<file path="src/rtl/mem_lsu_pkg.sv">
// mem_lsu_pkg: shared bus widths, access-size codes and FSM state encoding
// for the load/store unit.
package mem_lsu_pkg;

  localparam int               MemAddrBus  = 32;
  localparam int               MemBus      = 32;
  localparam logic [MemBus-1:0] ZeroWord    = '0;
  localparam logic             WriteEnable = 1'b1;

  localparam logic [1:0] LSU_SIZE_B = 2'b00;
  localparam logic [1:0] LSU_SIZE_H = 2'b01;
  localparam logic [1:0] LSU_SIZE_W = 2'b10;

  typedef enum logic [2:0] {
    LSU_IDLE   = 3'd0,
    LSU_RD     = 3'd1,
    LSU_RMW_RD = 3'd2,
    LSU_WR     = 3'd3,
    LSU_RESP   = 3'd4
  } lsu_state_e;

endpackage

</file>
<file path="src/rtl/mem_lsu_lane.sv">
// mem_lsu_lane: combinational byte-lane logic for the load/store unit.
// Load path extracts and extends a byte/half/word from a RAM word.
// Store path merges store data into an old RAM word.
// For a half access, only offset bit 1 picks the lane.
// For a word access, the offset is ignored.
module mem_lsu_lane
  import mem_lsu_pkg::*;
(
  input  logic [MemBus-1:0] load_word_i,
  input  logic [MemBus-1:0] old_word_i,
  input  logic [MemBus-1:0] wdata_i,
  input  logic [1:0]        offset_i,
  input  logic [1:0]        size_i,
  input  logic              unsigned_i,
  output logic [MemBus-1:0] load_data_o,
  output logic [MemBus-1:0] merge_data_o
);

  logic [7:0]  byteSel;
  logic [15:0] halfSel;

  // Select the addressed byte and half lanes of the read word
  always_comb begin
    byteSel = load_word_i[7:0];
    case (offset_i)
      2'd0:    byteSel = load_word_i[7:0];
      2'd1:    byteSel = load_word_i[15:8];
      2'd2:    byteSel = load_word_i[23:16];
      default: byteSel = load_word_i[31:24];
    endcase
    halfSel = offset_i[1] ? load_word_i[31:16] : load_word_i[15:0];
  end

  // Right-justify the selected lane and sign- or zero-extend it
  always_comb begin
    load_data_o = load_word_i;
    case (size_i)
      LSU_SIZE_B: load_data_o = {{24{~unsigned_i & byteSel[7]}}, byteSel};
      LSU_SIZE_H: load_data_o = {{16{~unsigned_i & halfSel[15]}}, halfSel};
      default:    load_data_o = load_word_i;
    endcase
  end

  // Overlay the store data onto the addressed lane and keep the other lanes
  always_comb begin
    merge_data_o = old_word_i;
    case (size_i)
      LSU_SIZE_B: begin
        case (offset_i)
          2'd0:    merge_data_o[7:0]   = wdata_i[7:0];
          2'd1:    merge_data_o[15:8]  = wdata_i[7:0];
          2'd2:    merge_data_o[23:16] = wdata_i[7:0];
          default: merge_data_o[31:24] = wdata_i[7:0];
        endcase
      end
      LSU_SIZE_H: begin
        if (offset_i[1]) merge_data_o[31:16] = wdata_i[15:0];
        else             merge_data_o[15:0]  = wdata_i[15:0];
      end
      default: merge_data_o = wdata_i;
    endcase
  end

endmodule

</file>
<file path="src/rtl/mem_lsu.sv">
// mem_lsu: load/store initiator between the execute stage and a word-addressed RAM.
// Sub-word stores use read-modify-write.
// Build option MEM_LSU_ALIGN_CHECK_EN: misaligned half/word accesses are errors.
// Without it, the low address bits beyond the lane granularity are ignored.
module mem_lsu
  import mem_lsu_pkg::*;
#(
  parameter int MEM_NUM = 4096
) (
  input  logic                  clk,
  input  logic                  rst,
  input  logic                  req_i,
  input  logic                  we_i,
  input  logic [1:0]            size_i,
  input  logic                  unsigned_i,
  input  logic [MemAddrBus-1:0] addr_i,
  input  logic [MemBus-1:0]     wdata_i,
  output logic                  busy_o,
  output logic                  done_o,
  output logic                  err_o,
  output logic [MemBus-1:0]     rdata_o,
  output logic [MemAddrBus-1:0] ram_addr_o,
  output logic                  ram_we_o,
  output logic [MemBus-1:0]     ram_data_o,
  input  logic [MemBus-1:0]     ram_data_i
);

  lsu_state_e state_q, state_d;

  logic                  reqWe_q;
  logic [1:0]            reqSize_q;
  logic                  reqUnsigned_q;
  logic [MemAddrBus-1:0] reqAddr_q;
  logic [MemBus-1:0]     reqWdata_q;
  logic                  reqErr_q;
  logic [MemBus-1:0]     merge_q;
  logic [MemBus-1:0]     rdata_q;
  logic [MemBus-1:0]     ramData_q;

  logic              sizeBad, rangeBad, alignBad, reqBad;
  logic              accept;
  logic [MemBus-1:0] loadData;
  logic [MemBus-1:0] storeData;

  // Classify an incoming request as erroneous before it is latched
  always_comb begin
    sizeBad  = (size_i == 2'b11);
    rangeBad = (addr_i[31:2] >= 30'(MEM_NUM));
`ifdef MEM_LSU_ALIGN_CHECK_EN
    alignBad = ((size_i == LSU_SIZE_H) && addr_i[0]) ||
               ((size_i == LSU_SIZE_W) && (addr_i[1:0] != 2'b00));
`else
    alignBad = 1'b0;
`endif
    reqBad   = sizeBad | rangeBad | alignBad;
    accept   = (state_q == LSU_IDLE) && req_i;
  end

  mem_lsu_lane u_lane (
    .load_word_i  (ram_data_i),
    .old_word_i   (merge_q),
    .wdata_i      (reqWdata_q),
    .offset_i     (reqAddr_q[1:0]),
    .size_i       (reqSize_q),
    .unsigned_i   (reqUnsigned_q),
    .load_data_o  (loadData),
    .merge_data_o (storeData)
  );

  assign ram_addr_o = {reqAddr_q[31:2], 2'b00};
  assign rdata_o    = rdata_q;

  // State register; reset aborts any access in flight
  always_ff @(posedge clk or negedge rst) begin
    if (!rst) state_q <= LSU_IDLE;
    else      state_q <= state_d;
  end

  // Latch the request fields and its error verdict when a request is accepted
  always_ff @(posedge clk or negedge rst) begin
    if (!rst) begin
      reqWe_q       <= 1'b0;
      reqSize_q     <= 2'b00;
      reqUnsigned_q <= 1'b0;
      reqAddr_q     <= ZeroWord;
      reqWdata_q    <= ZeroWord;
      reqErr_q      <= 1'b0;
    end else if (accept) begin
      reqWe_q       <= we_i;
      reqSize_q     <= size_i;
      reqUnsigned_q <= unsigned_i;
      reqAddr_q     <= addr_i;
      reqWdata_q    <= wdata_i;
      reqErr_q      <= reqBad;
    end
  end

  // Datapath registers: RMW old word, load result and last RAM write data
  always_ff @(posedge clk or negedge rst) begin
    if (!rst) begin
      merge_q   <= ZeroWord;
      rdata_q   <= ZeroWord;
      ramData_q <= ZeroWord;
    end else begin
      if (state_q == LSU_RMW_RD)           merge_q   <= ram_data_i;
      if (state_q == LSU_RD && !reqWe_q)   rdata_q   <= loadData;
      if (state_q == LSU_WR)               ramData_q <= storeData;
    end
  end

  // Next-state and output decode
  always_comb begin
    state_d    = state_q;
    busy_o     = (state_q != LSU_IDLE);
    done_o     = 1'b0;
    err_o      = 1'b0;
    ram_we_o   = 1'b0;
    ram_data_o = ramData_q;
    case (state_q)
      LSU_IDLE: begin
        if (req_i) begin
          if (reqBad)                  state_d = LSU_RESP;
          else if (!we_i)              state_d = LSU_RD;
          else if (size_i == LSU_SIZE_W) state_d = LSU_WR;
          else                         state_d = LSU_RMW_RD;
        end
      end
      LSU_RD:     state_d = LSU_RESP;
      LSU_RMW_RD: state_d = LSU_WR;
      LSU_WR: begin
        ram_we_o   = reqWe_q ? WriteEnable : 1'b0;
        ram_data_o = storeData;
        state_d    = LSU_RESP;
      end
      LSU_RESP: begin
        done_o  = 1'b1;
        err_o   = reqErr_q;
        state_d = LSU_IDLE;
      end
      default: state_d = LSU_IDLE;
    endcase
  end

endmodule

</file>
<file path="config.mk">
export PLATFORM = sky130hd
export DESIGN_NAME = mem_lsu
export DESIGN_NICKNAME = d
export VERILOG_FILES = /design/src/rtl/mem_lsu_pkg.sv /design/src/rtl/mem_lsu_lane.sv /design/src/rtl/mem_lsu.sv
export SDC_FILE = /design/constraint.sdc
export NUM_CORES = 1
export LEC_CHECK = 0
export CAP_MARGIN = 5
export CORE_MARGIN = 2
export CORE_UTILIZATION = 25
export DETAILED_ROUTE_END_ITERATION = 8
export HOLD_SLACK_MARGIN = 0.08
export SYNTH_ARGS = -nofsm -noshare
export SYNTH_HDL_FRONTEND = slang
export SYNTH_HIERARCHICAL = 1
export SYNTH_SLANG_ARGS = --single-unit
</file>
<file path="constraint.sdc">
create_clock -name clk -period 6.8 [get_ports clk]
set_clock_uncertainty 0.05 [all_clocks]
set_input_delay 2.04 -clock clk [delete_from_list [all_inputs] [get_ports clk]]
set_output_delay 2.04 -clock clk [all_outputs]
set_load 0.02 [all_outputs]
</file>
==> results of run 1 <==
## layer usage
layer  share of wire (%)  up-vias  global-route usage, %
met4                 1.9        2                   4.54
met1                  44     2903                   19.1
li1                    -     2620                      -
met3                 8.9       24                   5.51
met5               0.052        -                      0
met2                  45      219                   22.6
## layout make-up
| class | count | share of cell area, % |
|---|---|---|
| Sequential cell | 168 | 38.7 |
| Inverter | 3 | 0.104 |
| Timing Repair Buffer | 208 | 19.0 |
| Clock buffer | 19 | 4.07 |
| Tap cell | 442 | 5.09 |
| Antenna cell | 3 | 0.0691 |
| Clock inverter | 13 | 1.45 |
| Multi-Input combinational cell | 411 | 31.6 |
## power by group
group / total [mW] / switching, mW / internal [mW]
combinational: 0.512 / 0.261 / 0.251
sequential: 1.14 / 0.0755 / 1.06
clock: 1.01 / 0.444 / 0.563
total: 2.66 / 0.780 / 1.88
## worst max-delay path, cell delays in order (launching register included)
cell and delay [ns]:
dfrtp_2 0.77, or3b_2 0.66, nor2_1 0.57, a22oi_1 0.17, nand2_1 0.12, mux2_2 0.15
clkdlybuf4s50_1 0.60
## worst max-delay path by stage
stage / end / start / slack, ns / cells past startpoint
after detailed placement: ram_data_o[12] / reqSize_q[1]$_DFFE_PN0P_ / 1.68 / 6
after floorplan: ram_data_o[10] / reqSize_q[1]$_DFFE_PN0P_ / 3.02 / 6
after CTS: ram_data_o[12] / reqSize_q[1]$_DFFE_PN0P_ / 1.19 / 6
after global placement: ram_data_o[10] / reqSize_q[1]$_DFFE_PN0P_ / 1.74 / 6
after global routing: ram_data_o[15] / reqSize_q[1]$_DFFE_PN0P_ / 1.03 / 6
final: ram_data_o[12] / reqSize_q[1]$_DFFE_PN0P_ / 1.23 / 6
## logic make-up (layout without fill, tap and decap cells)
logic type,Yosys count,in the layout,share of synthesized area [%]
AOI/OAI and AO/OA,67,67,6.88
and+or+nand+nor,141,141,7.84
buffers and inverters,75,243,6.38
other,1,5,0.0460
muxes,201,201,27.2
DFF,168,168,51.6
## synth_stat cells (2+ instances only)
| master | number | area share, % |
|---|---|---|
| inv_1 | 2 | 0.092 |
| mux2_2 | 164 | 23 |
| nor3b_1 | 2 | 0.18 |
| buf_6 | 12 | 1.7 |
| nor2_1 | 8 | 0.37 |
| a22o_1 | 6 | 0.65 |
| nand3_1 | 3 | 0.18 |
| a221o_1 | 12 | 1.5 |
| nor4_1 | 4 | 0.31 |
| clkbuf_1 | 12 | 0.55 |
| a21o_1 | 2 | 0.18 |
| nand2b_1 | 6 | 0.46 |
| o221ai_1 | 16 | 1.7 |
| dfrtp_1 | 168 | 52 |
| and2_1 | 3 | 0.23 |
| buf_2 | 12 | 0.74 |
| o21ai_0 | 7 | 0.43 |
| o22a_1 | 2 | 0.22 |
| a22oi_1 | 9 | 0.83 |
| a21oi_1 | 5 | 0.31 |
| a31oi_1 | 3 | 0.23 |
| buf_4 | 35 | 3.2 |
| mux2i_1 | 36 | 4.4 |
| nand2_1 | 103 | 4.7 |
## flip-flops by register name (all words and copies together) (netlist names)
signal and flops:
merge_q 32, ramData_q 32, rdata_o 32, reqAddr_q 32, reqWdata_q 32, state_q 3, reqSize_q 2, reqErr_q 1
reqUnsigned_q 1, reqWe_q 1
==> Flow_metrics.wiki, run 1 <==
{| class="wikitable"
! Metric !! Value
|-
| Share of final-layout standard cells stronger than drive strength 1 || 26.0%
|-
| Setup bufs post-CTS || 0
|-
| Die ar. || between 30000 and 40000 um2
|-
| Crit. End Element || output pin
|-
| Half-perimeter wire length of the detailed placement result || about 18000 um
|-
| Number of enable flip-flop cells after synthesis || 0
|-
| Unrepaired setup endpoints after global routing || no
|-
| Total design power || 2.66 mW
|-
| Final Worst Setup Slack || 1.23 ns
|-
| Share of async-settable or async-resettable flops after synthesis || 100%
|-
| Data required time of the worst path || ~4.7 ns
|-
| Outcome || complete, no violations
|-
| Number of stages on the worst hold path || 1
|-
| Most common library cell in the layout ignoring fill and taps || clkdlybuf4s50_1
|-
| Weighted congestion reported at the end of routability-driven placement || 0.807
|-
| Period minus WS final || 5.57 ns
|-
| Dpl cell area || 10300 um2
|-
| Cell area power density || 245 nW/um2
|-
| Sequential cell area || ~4200 um2
|-
| Crit Reg-Reg Endpoint || rdata_o[11]$_DFFE_PN0P_
|-
| Worst reg2reg setup slack || around 4 ns
|-
| Die outline height || 184 um
|-
| Per-instance average area after synthesis || 12.5 um2
|-
| Area of all placed cells without fillers || 10900 um2
|-
| Syn Std Cell Area || just over 8000 um2
|-
| Number of remaining DRC errors || 0
|-
| Synth warn || 6
|-
| Leading register cell type out of synthesis || dfrtp_1
|-
| Tightest slew margin relative to the limit || about a third
|-
| Max Freq || 180 MHz
|-
| Post-cts resize count || 0
|-
| Net count, final || 912
|-
| Clock slew at the register clock pins of the worst setup and hold paths || 0.07 ns
|-
| Overflow left after global routing || 0
|-
| Pre-CTS WS || 1.68 ns
|-
| Worst IR drop on VDD || about 0.18 mV
|-
| Arrival time worst endpoint || 3.48 ns
|-
| Post-synthesis sequential element count || about 170
|-
| Worst Hold Path EP || merge_q[6]$_DFFE_PN0P_
|-
| Final count of pins violating max slew || 0
|-
| Later-pin clock latency in the skew report || 0.43 ns
|-
| Nature of the critical path startpoint || flip-flop
|-
| Summed negative setup slack over all endpoints || 0 ns
|-
| Floorplan die width || ~180 um
|-
| Library cells used by synthesis || 45
|-
| Number of nets with antenna violations after routing || 0
|-
| Effective utilization at floorplan || between 20% and 30%
|-
| Final Instance Count excl. Fillers || 1267
|-
| Max Buffers Root-to-Sink || 2
|-
| CTS hold repair buffers || 0
|-
| Average wire per standard cell || 19.6 um
|-
| Area taken by multi-input logic gates || between 3000 and 4000 um2
|-
| Final Cycle Share || between 80 and 90%
|-
| Clock root buffer master || clkbuf_16
|-
| Gate count of the mapped netlist || 653
|-
| Per-cell via count in the routed design || 4.55
|-
| Number of global-route vias before repair || 5920
|-
| Number of antenna violations at the first check in global routing || 4
|-
| Type of the worst setup path || flip-flop to output pin
|-
| # port buffers || 200
|-
| Clock Sinks || about 170
|-
| Cell leakage power || 4.85 nW
|-
| Seq/Total Area, Yosys || 51.6%
|-
| Max-cap violations || 0
|-
| Pin count of the biggest net entering global routing || 70
|-
| Vias || 5768
|-
| Maximum level of the CTS H-tree || 4
|-
| Count of placed standard cells including taps || 1232
|-
| Aggregate global-route resource usage || 14.7%
|-
| Path type of the worst min-delay path || flip-flop to flip-flop
|-
| Count of fill cells added during filler insertion || between 3k and 4k
|-
| Area added between synthesis and finish || 33.5%
|-
| Count of boundary I/O pins || 203
|-
| Total clock buffers created by CTS || 17
|-
| Commonest cells after routing, fill and taps aside || 199 x clkdlybuf4s50_1, 167 x dfrtp_1, 164 x mux2_2
|-
| DR pass1 iterations || 6
|-
| TritonCTS clock tree || built
|-
| Total length of routed wires || 24800 um
|-
| Actual slew at the worst max-slew pin || between 1 and 1.5 ns
|-
| Maximum fanout along the worst path || 56
|-
| First-pass GRT wire length || 36500 um
|-
| Post-route worst hold slack || 0.446 ns
|-
| Worst min-delay path startpoint || merge_q[6]$_DFFE_PN0P_
|-
| Standard-cell rows || 66
|-
| First DRT Iteration DRCs || 388
|-
| Cell depth of the worst flop-to-flop path || 5
|-
| Number of setup violations in the final report || 0
|-
| Worst R2R Start || reqSize_q[1]$_DFFE_PN0P_
|-
| Total count of hold-check failures in the final report || 0
|-
| Core Footprint || 32300 um2
|-
| Layout Utilization || 33.7%
|}
No activity file was read; power rests on OpenSTA's default activity.
==> run 2: changes to the inputs <==
Clock period 6.8 ns to 5 ns, I/O delays scaled along.
==> run 2 against run 1 <==
  * Hold slack worse by 0.0020 ns
  * Combinational power is 39% higher
  * Non-clock buffer count is 3 higher
  * Worst setup slack worse by 0.97 ns
==> Flow_metrics.wiki, run 2 (synthesis gave the netlist of run 1 again) <==
{| class="wikitable"
! Metric !! Value
|-
| Area of all placed cells without fillers || 10900 um2 (+0.22%)
|-
| Number of antenna violations at the first check in global routing || 4 (unchanged)
|-
| Actual slew at the worst max-slew pin || 0.909 ns (-0.103 ns)
|-
| Cell area power density || 332 nW/um2 (+36%)
|-
| Post-route worst hold slack || 0.444 ns (-0.00201 ns)
|-
| Core Footprint || 32300 um2 (unchanged)
|-
| Number of remaining DRC errors || 0 (unchanged)
|-
| Total count of hold-check failures in the final report || 0 (unchanged)
|-
| Max Buffers Root-to-Sink || 2 (unchanged)
|-
| Final Cycle Share || 94.8%
|-
| Count of fill cells added during filler insertion || 3220 (-0.92%)
|-
| Clock Sinks || 168 (unchanged)
|-
| Average wire per standard cell || 19.9 um (+1.4%)
|-
| # port buffers || 200 (unchanged)
|-
| Dpl cell area || 10300 um2 (+0.34%)
|-
| Layout Utilization || 33.7% (+0.074 points)
|-
| Final Worst Setup Slack || 0.260 ns (-0.969 ns)
|-
| Share of final-layout standard cells stronger than drive strength 1 || 26.3% (+0.30 points)
|-
| Outcome || complete, no violations
|-
| First-pass GRT wire length || 37900 um (+4.0%)
|-
| Unrepaired setup endpoints after global routing || no
|-
| Vias || 5674 (-1.6%)
|-
| Data required time of the worst path || 3.45 ns (-1.26 ns)
|-
| Cell leakage power || 4.86 nW (+0.15%)
|-
| Tightest slew margin relative to the limit || 39.4% (+6.9 points)
|-
| Net count, final || 915 (+0.33%)
|-
| Path type of the worst min-delay path || flip-flop to flip-flop
|-
| Worst IR drop on VDD || 0.273 mV (+55%)
|-
| Count of placed standard cells including taps || 1235 (+0.24%)
|-
| Summed negative setup slack over all endpoints || 0 ns (unchanged)
|-
| Clock root buffer master || clkbuf_16
|-
| Maximum fanout along the worst path || 17 (-70%)
|-
| Commonest cells after routing, fill and taps aside || 199 x clkdlybuf4s50_1, 167 x dfrtp_1, 164 x mux2_2
|-
| Weighted congestion reported at the end of routability-driven placement || 0.798 (-1.2%)
|-
| Total length of routed wires || 25200 um (+1.6%)
|-
| Later-pin clock latency in the skew report || 0.44 ns (about the same)
|-
| Most common library cell in the layout ignoring fill and taps || clkdlybuf4s50_1
|-
| Type of the worst setup path || flip-flop to output pin
|-
| Final count of pins violating max slew || 0 (unchanged)
|-
| Period minus WS final || 4.74 ns
|-
| Per-cell via count in the routed design || 4.47 (-1.8%)
|-
| Number of setup violations in the final report || 0 (unchanged)
|-
| Post-cts resize count || 0 (unchanged)
|-
| Maximum level of the CTS H-tree || 4 (unchanged)
|-
| Crit. End Element || output pin
|-
| Floorplan die width || 184 um (unchanged)
|-
| Die ar. || 34000 um2 (unchanged)
|-
| Nature of the critical path startpoint || flip-flop
|-
| Pin count of the biggest net entering global routing || 78 (+11%)
|-
| Setup bufs post-CTS || 0 (unchanged)
|-
| Overflow left after global routing || 0 (unchanged)
|-
| First DRT Iteration DRCs || 384 (-1.0%)
|-
| Count of boundary I/O pins || 203 (unchanged)
|-
| Aggregate global-route resource usage || 15.2% (+0.52 points)
|-
| CTS hold repair buffers || 0 (unchanged)
|-
| Total clock buffers created by CTS || 17 (unchanged)
|-
| Number of nets with antenna violations after routing || 0 (unchanged)
|-
| Number of global-route vias before repair || 5962 (+0.71%)
|-
| Pre-CTS WS || 0.734 ns (-0.945 ns)
|-
| Max-cap violations || 0 (unchanged)
|-
| Die outline height || 184 um (unchanged)
|-
| Arrival time worst endpoint || 3.19 ns (-0.29 ns)
|-
| DR pass1 iterations || 5 (-1)
|-
| Half-perimeter wire length of the detailed placement result || 18200 um (+0.23%)
|-
| Final Instance Count excl. Fillers || 1269 (+0.16%)
|-
| Max Freq || between 200 and 250 MHz
|-
| TritonCTS clock tree || built
|-
| Total design power || 3.62 mW (+36%)
|-
| Standard-cell rows || 66 (unchanged)
|-
| Area added between synthesis and finish || 33.8%
|-
| Clock slew at the register clock pins of the worst setup and hold paths || 0.07 ns (about the same)
|-
| Effective utilization at floorplan || 25.2% (unchanged)
|}
## run 2: final timing paths
kind                                          start                         to  slack, ns  cells after the start
min in group asynchronous                       rst  reqAddr_q[27]$_DFFE_PN0P_       1.02                      1
max in group asynchronous                       rst   reqAddr_q[6]$_DFFE_PN0P_       2.93                      2
min                          merge_q[6]$_DFFE_PN0P_     merge_q[6]$_DFFE_PN0P_       0.44                      1
max reg2reg                reqSize_q[1]$_DFFE_PN0P_    rdata_o[14]$_DFFE_PN0P_       2.55                      5
max                        reqSize_q[0]$_DFFE_PN0P_             ram_data_o[13]       0.26                      6
min reg2reg                  merge_q[6]$_DFFE_PN0P_     merge_q[6]$_DFFE_PN0P_       0.44                      1
## run 2: critical path, cell delays in order (launching register included)
cell and delay (ns):
dfrtp_1 0.57, or2_2 0.38, a21oi_1 0.73, a22oi_1 0.21, nand2_1 0.11, mux2_2 0.15
clkdlybuf4s50_1 0.60
## run 2: cell type report
| class | instances | area (um2) | area share [%] |
|---|---|---|---|
| Sequential cell | 168 | 4210 | 38.6 |
| Timing Repair Buffer | 211 | 2100 | 19.3 |
| Clock inverter | 14 | 164 | 1.50 |
| Inverter | 3 | 11.3 | 0.103 |
| Antenna cell | 3 | 7.51 | 0.0689 |
| Tap cell | 442 | 553 | 5.08 |
| Clock buffer | 17 | 425 | 3.90 |
| Multi-Input combinational cell | 411 | 3430 | 31.5 |
## run 2: power breakdown
part | total, mW | internal, mW | switching, mW
clock network | 1.36 | 0.749 | 0.613
logic | 0.714 | 0.346 | 0.368
registers | 1.54 | 1.45 | 0.0941
total | 3.62 | 2.54 | 1.08
## run 2: routing by layer
metal	track usage [%]	part of all wire, %
met4	4.26	1.8
met5	0	0.052
met2	23.0	44
met1	20.1	45
met3	5.91	8.4
==> run 3: changes to the inputs <==
Settings changed: GPL_ROUTABILITY_DRIVEN set to 0, GPL_TIMING_DRIVEN set to 0.
==> run 3 against run 2 <==
  * Critical path depth grew 1
  * Sequential power hardly changed
  * Combinational power increased by 14%
  * Final area increased by 4.0%
  * Hold slack better by 0.0013 ns
  * Cell count up 4.7%
  * Global-route usage increased by 0.34 points
  * Die area is the same
  * Largest cell class unchanged
  * Largest power group unchanged
==> Flow_metrics.wiki, run 3 (synthesis gave the netlist of run 1 again) <==
{| class="wikitable"
! Metric !! Value
|-
| Max Freq || 215 MHz (+1.8%)
|-
| Nature of the critical path startpoint || flip-flop
|-
| Commonest cells after routing, fill and taps aside || 199 x clkdlybuf4s50_1, 168 x dfrtp_1, 164 x mux2_2
|-
| Most common library cell in the layout ignoring fill and taps || clkdlybuf4s50_1
|-
| Clock slew at the register clock pins of the worst setup and hold paths || 0.08 ns (about the same)
|-
| Pin count of the biggest net entering global routing || 115 (+47%)
|-
| Share of final-layout standard cells stronger than drive strength 1 || 30.0% (+3.7 points)
|-
| Number of setup violations in the final report || 0 (unchanged)
|-
| Count of fill cells added during filler insertion || 3211 (-0.28%)
|-
| Worst reg2reg setup slack || 2.76 ns (+0.21 ns)
|-
| Maximum fanout along the worst path || 10 (-7)
|-
| Type of the worst setup path || flip-flop to output pin
|-
| Number of global-route vias before repair || 6178 (+3.6%)
|-
| First DRT Iteration DRCs || 355 (-7.6%)
|-
| Cell area power density || 327 nW/um2 (-1.6%)
|-
| Die outline height || 184 um (unchanged)
|-
| Number of nets with antenna violations after routing || 0 (unchanged)
|-
| Period minus WS final || 4.65 ns (-0.0853 ns)
|-
| Die ar. || 34000 um2 (unchanged)
|-
| Final Cycle Share || 93.1% (-1.7 points)
|-
| Floorplan die width || 184 um (unchanged)
|-
| DR pass1 iterations || 5 (unchanged)
|-
| Setup bufs post-CTS || 0 (unchanged)
|-
| Met3 layer usage reported by global route || 5.75% (-0.16 points)
|-
| Total clock buffers created by CTS || 17 (unchanged)
|-
| Half-perimeter wire length of the detailed placement result || 19400 um (+6.7%)
|-
| Data required time of the worst path || 3.45 ns (about the same)
|-
| Unrepaired setup endpoints after global routing || no
|-
| Layout Utilization || 35.1% (+1.4 points)
|-
| Final count of pins violating max slew || 0 (unchanged)
|-
| Area added between synthesis and finish || 39.1%
|-
| Sequential cell area || 4200 um2 (about the same)
|-
| Crit Reg-Reg Endpoint || rdata_o[7]$_DFFE_PN0P_
|-
| Post-cts resize count || 0 (unchanged)
|-
| Worst IR drop on VDD || 0.228 mV (-16%)
|-
| Outcome || complete, no violations
|-
| Net count, final || 977 (+6.8%)
|-
| Post-route worst hold slack || 0.446 ns (+0.00134 ns)
|-
| Area taken by multi-input logic gates || 3420 um2 (-0.18%)
|-
| TritonCTS clock tree || built
|-
| Maximum level of the CTS H-tree || 4 (unchanged)
|-
| Critical Path Source || reqSize_q[1]$_DFFE_PN0P_
|-
| Number of remaining DRC errors || 0 (unchanged)
|-
| Crit path to || ram_data_o[31]
|-
| Count of placed standard cells including taps || 1297 (+5.0%)
|-
| Standard-cell rows || 66 (unchanged)
|-
| Vias || 5979 (+5.4%)
|-
| Arrival time worst endpoint || 3.10 ns (-0.09 ns)
|-
| Effective utilization at floorplan || 25.2% (unchanged)
|-
| Path type of the worst min-delay path || flip-flop to flip-flop
|-
| Max-cap violations || 0 (unchanged)
|-
| Met2 Usage GRT || 24.0% (+0.96 points)
|-
| Aggregate global-route resource usage || 15.5% (+0.34 points)
|-
| # port buffers || 200 (unchanged)
|-
| Actual slew at the worst max-slew pin || 0.687 ns (-0.222 ns)
|-
| Cell depth of the worst flop-to-flop path || 6 (+1)
|-
| Total count of hold-check failures in the final report || 0 (unchanged)
|-
| CTS hold repair buffers || 0 (unchanged)
|-
| Clock root buffer master || clkbuf_16
|-
| Count of boundary I/O pins || 203 (unchanged)
|-
| Worst R2R Start || reqSize_q[1]$_DFFE_PN0P_
|-
| Final Instance Count excl. Fillers || 1329 (+4.7%)
|-
| Total design power || 3.70 mW (+2.3%)
|-
| Per-cell via count in the routed design || 4.50 (+0.62%)
|-
| Cell leakage power || 5.13 nW (+5.7%)
|-
| Clock Sinks || 168 (unchanged)
|-
| Met1 usage in global routing || 20.0% (-0.055 points)
|-
| Total length of routed wires || 26000 um (+3.0%)
|-
| Max Buffers Root-to-Sink || 2 (unchanged)
|-
| Tightest slew margin relative to the limit || 54.2% (+15 points)
|-
| Overflow left after global routing || 0 (unchanged)
|-
| Grt peak-use layer || met2
|-
| Number of antenna violations at the first check in global routing || 2 (-2)
|-
| Later-pin clock latency in the skew report || 0.44 ns (about the same)
|-
| First-pass GRT wire length || 38500 um (+1.4%)
|-
| Core Footprint || 32300 um2 (unchanged)
|-
| Crit. End Element || output pin
|-
| Average wire per standard cell || 19.5 um (-1.6%)
|-
| Antenna cell count || 0 (-3)
|}
run 3: changes by cell type in the layout (fill, tap and decap cells not counted), sizes merged:
cell / change
buf: +49
clkbuf: +13
clkinv: +4
clkinvlp: -4
diode: -3
inv: +3
bufinv: -2
run 3: stage by stage:
step,setup TNS (ns),setup slack [ns],cell area [um2]
2_1_floorplan,0,1.76,8150
3_3_place_gp,-832.80,-4.97,10700
3_5_place_dp,0,0.829,10700
4_1_cts,0,0.345,11300
5_1_grt,0,0.238,11300
6_report,0,0.346,11300
run 3: worst min path at each step:
stage / startpoint / end / depth (start not counted) / slack, ns
global placement: merge_q[6]$_DFFE_PN0P_ / merge_q[6]$_DFFE_PN0P_ / 1 / 0.42
CTS: merge_q[6]$_DFFE_PN0P_ / merge_q[6]$_DFFE_PN0P_ / 1 / 0.45
detailed placement: merge_q[6]$_DFFE_PN0P_ / merge_q[6]$_DFFE_PN0P_ / 1 / 0.43
floorplan: merge_q[6]$_DFFE_PN0P_ / merge_q[6]$_DFFE_PN0P_ / 1 / 0.41
global route: ramData_q[11]$_DFF_PN0_ / ramData_q[11]$_DFF_PN0_ / 1 / 0.46
finish: merge_q[6]$_DFFE_PN0P_ / merge_q[6]$_DFFE_PN0P_ / 1 / 0.45
run 3: routing by layer:
metal	up-vias	routed length, um
met3	32	2230
met1	2980	11400
met4	4	586
li1	2740	-
met5	-	24
met2	223	11700
run 3: layout make-up:
type,instances,share of cell area (%)
flip-flops and latches,168,37.1
multi-input cells,411,30.2
repair buffers,201,18.0
well taps,442,4.88
plain buffers,72,4.48
clock buffers,17,3.75
clock inverters,15,1.51
inverters,3,0.0994
run 3: power by group:
group	switching, mW	leakage (nW)	internal [mW]
Combinational	0.404	2.66	0.408
Clock	0.680	0.294	0.679
Sequential	0.0838	2.18	1.45
run 3: critical path: stages (launching register included):
cell and delay [ns]:
dfrtp_1 0.38, buf_6 0.17, clkbuf_1 0.48, clkbuf_1 0.49
nand2_1 0.12, o221ai_1 0.14, mux2_2 0.22, clkdlybuf4s50_1 0.66
